File: src/rtl/pwm_pkg.sv
// Shared constants and helpers for the PWM generator.
// Counter width, the default dead-time length and the idle output level.
package pwm_pkg;

    localparam int CNT_W           = 8;
    localparam int DEAD_CYCLES_DEF = 2;

    function automatic logic inactive_level(input logic active_high);
        return ~active_high;
    endfunction

endpackage

File: src/rtl/pwm_deadtime.sv
// Dead-time insertion: both outputs forced inactive for DEAD_CYCLES clocks
// after every change of the raw compare result.
module pwm_deadtime
    import pwm_pkg::*;
#(
    parameter bit ACTIVE_HIGH = 1'b1,
    parameter int DEAD_CYCLES = DEAD_CYCLES_DEF
) (
    input  logic clk,
    input  logic rst,
    input  logic raw,
    output logic pwm_out,
    output logic pwm_n_out
);

    localparam logic [3:0] DEAD_LOAD = 4'(DEAD_CYCLES);

    logic       raw_prev;
    logic [3:0] dt_cnt;
    logic [3:0] dt_next;
    logic       level;

    assign level = raw ~^ ACTIVE_HIGH;

    // A raw edge during an active gap reloads the counter.
    always_comb begin
        dt_next = dt_cnt;
        if (raw != raw_prev) begin
            dt_next = DEAD_LOAD;
        end else if (dt_cnt != 4'd0) begin
            dt_next = dt_cnt - 4'd1;
        end
    end

    always_ff @(posedge clk) begin
        if (rst) begin
            raw_prev  <= 1'b0;
            dt_cnt    <= 4'd0;
            pwm_out   <= inactive_level(ACTIVE_HIGH);
            pwm_n_out <= 1'b0;
        end else begin
            raw_prev <= raw;
            dt_cnt   <= dt_next;
            if (dt_next != 4'd0) begin
                pwm_out   <= inactive_level(ACTIVE_HIGH);
                pwm_n_out <= 1'b0;
            end else begin
                pwm_out   <= level;
                pwm_n_out <= ~level;
            end
        end
    end

endmodule

File: src/rtl/pwm_gen.sv
// PWM generator fed by a free-running counter, with double-buffered duty.
// Optional dead-time insertion is enabled by defining PWM_DEADTIME_EN.
module pwm_gen
    import pwm_pkg::*;
#(
    parameter int WIDTH       = CNT_W,
    parameter bit ACTIVE_HIGH = 1'b1,
    parameter int DEAD_CYCLES = DEAD_CYCLES_DEF
) (
    input  logic             clk,
    input  logic             rst,
    input  logic [WIDTH-1:0] cnt_in,
    input  logic [WIDTH-1:0] duty_in,
    input  logic             duty_wr,
    output logic             duty_pending,
    output logic             period_done,
    output logic             pwm_out,
    output logic             pwm_n_out
);

    logic [WIDTH-1:0] cnt_prev;
    logic [WIDTH-1:0] duty_shadow;
    logic [WIDTH-1:0] duty_active;
    logic             boundary;
    logic             raw;

    if (DEAD_CYCLES < 1 || DEAD_CYCLES > 15) begin : g_dead_range
        $error("pwm_gen: DEAD_CYCLES must be in 1..15");
    end

    // A counter parked at zero yields a single boundary, not one per cycle.
    assign boundary = (cnt_in == '0) && (cnt_prev != '0);
    assign raw      = (cnt_in < duty_active);

    always_ff @(posedge clk) begin
        if (rst) begin
            cnt_prev     <= '0;
            duty_shadow  <= '0;
            duty_active  <= '0;
            duty_pending <= 1'b0;
            period_done  <= 1'b0;
        end else begin
            cnt_prev    <= cnt_in;
            period_done <= boundary;
            if (boundary && duty_pending) begin
                duty_active  <= duty_shadow;
                duty_pending <= 1'b0;
            end
            // A write coinciding with the boundary lands after the apply.
            if (duty_wr) begin
                duty_shadow  <= duty_in;
                duty_pending <= 1'b1;
            end
        end
    end

`ifdef PWM_DEADTIME_EN
    pwm_deadtime #(
        .ACTIVE_HIGH (ACTIVE_HIGH),
        .DEAD_CYCLES (DEAD_CYCLES)
    ) u_deadtime (
        .clk       (clk),
        .rst       (rst),
        .raw       (raw),
        .pwm_out   (pwm_out),
        .pwm_n_out (pwm_n_out)
    );
`else
    logic level;

    assign level = raw ~^ ACTIVE_HIGH;

    always_ff @(posedge clk) begin
        if (rst) begin
            pwm_out   <= inactive_level(ACTIVE_HIGH);
            pwm_n_out <= 1'b0;
        end else begin
            pwm_out   <= level;
            pwm_n_out <= ~level;
        end
    end
`endif

endmodule

File: config.mk
export PLATFORM = sky130hd
export DESIGN_NAME = pwm_gen
export DESIGN_NICKNAME = d
export VERILOG_FILES = /design/src/rtl/pwm_pkg.sv /design/src/rtl/pwm_deadtime.sv /design/src/rtl/pwm_gen.sv
export SDC_FILE = /design/constraint.sdc
export NUM_CORES = 1
export LEC_CHECK = 0
export BUFFER_PORTS_ARGS = -buffer_cell sky130_fd_sc_hd__buf_2
export CORE_ASPECT_RATIO = 1.5
export CORE_UTILIZATION = 56
export CTS_CLUSTER_SIZE = 8
export DETAILED_ROUTE_END_ITERATION = 12
export PLACE_DENSITY = 0.84
export SLEW_MARGIN = 0
export SYNTH_ARGS = -nofsm -noshare
export SYNTH_HDL_FRONTEND = slang
export SYNTH_SLANG_ARGS = --single-unit
File: constraint.sdc
create_clock -name clk -period 5 [get_ports clk]
set_clock_uncertainty 0.15 [all_clocks]
set_input_delay 0.25 -clock clk [delete_from_list [all_inputs] [get_ports clk]]
set_output_delay 0.25 -clock clk [all_outputs]
set_load 0.03 [all_outputs]
## Yosys cells after proc, flatten, opt, wreduce, memory -nomap -nowiden

Index checks and enable logic that the tools add are counted.

- Register bits after elaboration: 28
- Bits of input ports: 19
- Output and inout bits: 4
- Word-level logic and storage cells: 16

- $lt $le $gt $ge: 1
- Muxes and demuxes: 2
- Bitwise gates (word level): 1
- Reduce and logical (&&, ||, !) cells: 5

Operators by type and width:

| kind | number |
|---|---|
| zero test 8 bit | 1 |
| less-than comparator 8 bit | 1 |
| nonzero test 8 bit | 1 |
| logical AND 1 bit | 2 |
| two-way mux 1 bit | 2 |
| nonzero test 2 bit | 1 |
| inverter 1 bit | 1 |

## Logic depth before layout (Yosys ltp)

- Depth in word-level cells: 5
- Gate-level depth with buffers: 5

## Least setup slack after synthesis

No wires, ideal clock.

- Path kind: register -> register
- Start point: register cnt_prev[5]
- End point: register duty_active[7]
- Arrival time: 1.441 ns
- Data required time: 4.722 ns
- Setup slack: 3.281 ns
- Stages on the path, launching flop included: 5
- Period minus slack after synthesis: 1.719 ns
- Path through: dfxtp_1 > or4_4 > o2111ai_4 > mux2i_1 > nor2_1

- Cells in the longest elaborated chain, start to end: 3

Ends and longest elaborated chain:

| what | RTL line | text |
|---|---|---|
| from (decl) | pwm_gen.sv:21 | `logic [WIDTH-1:0] cnt_prev;` |
| from (signal assigned) | pwm_gen.sv:43 | `cnt_prev <= cnt_in;` |
| nonzero test 8 bit | pwm_gen.sv:32 | `assign boundary = (cnt_in == '0) && (cnt_prev != '0);` |
| logical AND 1 bit | pwm_gen.sv:32 |  |
| logical AND 1 bit | pwm_gen.sv:45 | `if (boundary && duty_pending) begin` |
| to (signal assigned) | pwm_gen.sv:46 | `duty_active <= duty_shadow;` |
| to (decl) | pwm_gen.sv:23 | `logic [WIDTH-1:0] duty_active;` |

Every way passes these cells.
A chain may end at the register's enable or synchronous reset.

## Worst setup path after layout

- Start point: register cnt_prev[5]
- End point: register duty_active[2]

Same word-level chain as after synthesis.

==> flow_metrics.tcl <==
set metrics [dict create \
    status "finished clean" \
    worstPathRequired_ns 5.06 \
    cts_resized 0 \
    postRouteAntennaNets 0 \
    final_cell_mix "dfxtp_1, buf_2, nor2_1, mux2i_1" \
    synth_nets 136 \
    routabilityCongestion 0.681 \
    ys_seq_area_share_pct 50.2 \
    fmax_ghz 0.550 \
    leakage_nw 0.607 \
    synth-adder-area-share_pct 7.84 \
    synthesis.instances 110 \
    fin_nets 160 \
    synth_area_mm2 0.00112 \
    drt_iter0_markers 7 \
    yosysWarnings 0 \
    num_vias 795 \
    tightestPinTransition_ns 0.652 \
    grt_pass1_vias 698 \
    initial_core_util_pct 60.3 \
    route.detailed.drc 0 \
    cp.arrival_ns 1.88 \
    avgSynthCellArea_um2 10.2 \
    synthToLayoutAreaGrowth_pct 15.0 \
    stdcell_count 154 \
    synth_top_family_by_area "simple AND/OR/NAND/NOR gates" \
    htree_levels 1 \
    synth-simple-area-share_pct 16.0 \
    endpoint_kind "flip-flop" \
    rrSetupSlack_ns 3.18 \
    cts_inserted_buffers 3 \
    root_buffer "clkbuf_4" \
    synth_mux_area_share_pct 14.3 \
    tns_ns 0 \
    cap_violations 0 \
    ios 23 \
    min_period_over_period_pct 36.4 \
    crit_chain "or4_4 -> o2111ai_4 -> mux2i_1 -> nor2_1" \
    async_flop_share_pct 0 \
    grt_first_pass_wirelength_um 2770 \
    synth_cell_type_count 18 \
    holdWs_ns 0.000821 \
    cts.clk_slew.worst_paths_ns 0.14 \
    wirelength_um 1710 \
    yosys.area_share.xor_xnor_pct 0 \
    core_mm2 0.00185 \
    die_h_um 56.7 \
    min_path_type "in2reg" \
    maxSlewHeadroom_pct 56.2 \
    detail_route.wl_per_cell_um 11.1 \
    final_core_util_pct 69.3 \
    cts_tree "yes" \
    timing.critical_path.slowest_stage_cell "or4_4" \
    firstDrtPassIters 4 \
    hold_viol_final 0 \
    startpoint_type "flip-flop" \
    rows 19 \
    hold_buffers 0 \
    post_cts_buffers 0 \
    power_density_mw_per_mm2 296 \
    slowest_delay_ns 0.55 \
    synth_compound_area_share_pct 7.61 \
    final-max-slew-violation-count 0 \
    cts.path.max_buffers 2 \
    total_power_mw 0.381 \
    layout_commonest_cell "dfxtp_1" \
    overflow 0 \
    antenna_found_initial 0 \
    place_inst 149 \
    worst-path-buf-inv 0 \
    grtUsageTotal_pct 17.4 \
    ys_ff_latch 28 \
    ir_drop_mv 0.203 \
    die_area_mm2 0.00218 \
    cts.sinks 28 \
    min_period_ns 1.82 \
    insertion_delay_ns 0.32 \
    synth-edff-count 0 \
    diodes 0 \
    crit_type "reg2reg" \
    synth_flop_cell "dfxtp_1" \
    io_buffers 22 \
    dp_hpwl_um 1330 \
    drive_above_1_share_pct 21.8 \
    grt_max_degree 30 \
    vias_per_cell 5.16 \
    die_w_um 38.5 \
    critical_path.top_delay_family "simple AND/OR/NAND/NOR gates" \
    rsz0062_at_grt "false" \
    setup_viol 0 \
    crit_fanout 8 \
]
==> state kept, by name (all words and copies together), names as in the netlist <==
register and flops:
cnt_prev 8, pwm_n_out 1, period_done 1, duty_shadow 8, duty_pending 1, duty_active 8, pwm_out 1
==> cells in the mapped netlist (all sizes together), types with 2 or more instances <==
| cell type | instances | area share [%] |
|---|---|---|
| dfxtp | 28 | 50 |
| nor2 | 19 | 6.4 |
| mux2i | 16 | 14 |
| inv | 8 | 2.7 |
| nor2b | 8 | 4.5 |
| ha | 7 | 7.8 |
| a21oi | 5 | 2.2 |
| clkbuf | 4 | 1.3 |
| nand2 | 3 | 1.0 |
| nor4 | 2 | 1.1 |
| o21ai | 2 | 0.90 |
| or4 | 2 | 2.0 |
==> per-layer routing <==
metal | wire (µm) | global-route usage, % | up-vias
met1 | 735 | 20.2 | 361
met4 | 16 | 8.87 | 0
met5 | 0 | 0 | -
li1 | - | - | 414
met2 | 892 | 29.5 | 18
met3 | 70 | 2.37 | 2
==> path summary, 6_finish.rpt <==
path	from	to	cells after the start
setup / recovery	cnt_prev[5]$_SDFF_PP0_	duty_active[2]$_SDFFE_PP0P_	4
hold / removal	duty_in[2]	duty_shadow[2]$_SDFFE_PP0P_	3
setup reg to reg	cnt_prev[5]$_SDFF_PP0_	duty_active[2]$_SDFFE_PP0P_	4
hold reg to reg	duty_active[7]$_SDFFE_PP0P_	duty_active[7]$_SDFFE_PP0P_	2
==> per-stage QoR <==
step | worst slack, ns | area [µm²]
6_report | 3.18 | 1280
3_5_place_dp | 3.11 | 1240
2_1_floorplan | 3.28 | 1120
4_1_cts | 3.16 | 1270
5_1_grt | 3.07 | 1280
3_3_place_gp | 3.12 | 1240
==> cell type report <==
class                      instances  area [µm²]
fill                             152         569
sequential                        28         561
multi-input combinational         70         512
timing repair buffer              23         120
clock buffer                       4        36.3
inverter                           8        30.0
tap                               21        26.3
==> power by group <==
| group | internal (mW) | switching, mW | total (mW) | leakage (nW) |
|---|---|---|---|---|
| Clock | 0.0445 | 0.0611 | 0.106 | 0.0210 |
| Sequential | 0.232 | 0.00395 | 0.236 | 0.230 |
| Combinational | 0.0182 | 0.0211 | 0.0392 | 0.356 |
==> kinds of logic (layout without fill, tap and decap cells) <==
kind of cell,Yosys count,in the layout
AND/OR/NAND/NOR,36,36
flip-flops,28,28
multiplexers,16,16
buffers and inverters,12,35
AO/OA/AOI/OAI,11,11
adder cells (fa/ha/maj),7,7
==> worst register-to-register path: cells and delay by family, from the launching register on <==
| kind | cells | cell delay [ns] |
|---|---|---|
| AOI/OAI and AO/OA | 1 | 0.39 |
| muxes | 1 | 0.24 |
| and+or+nand+nor | 2 | 0.61 |
| DFF | 1 | 0.33 |
Power figures use the tool's default switching activity.
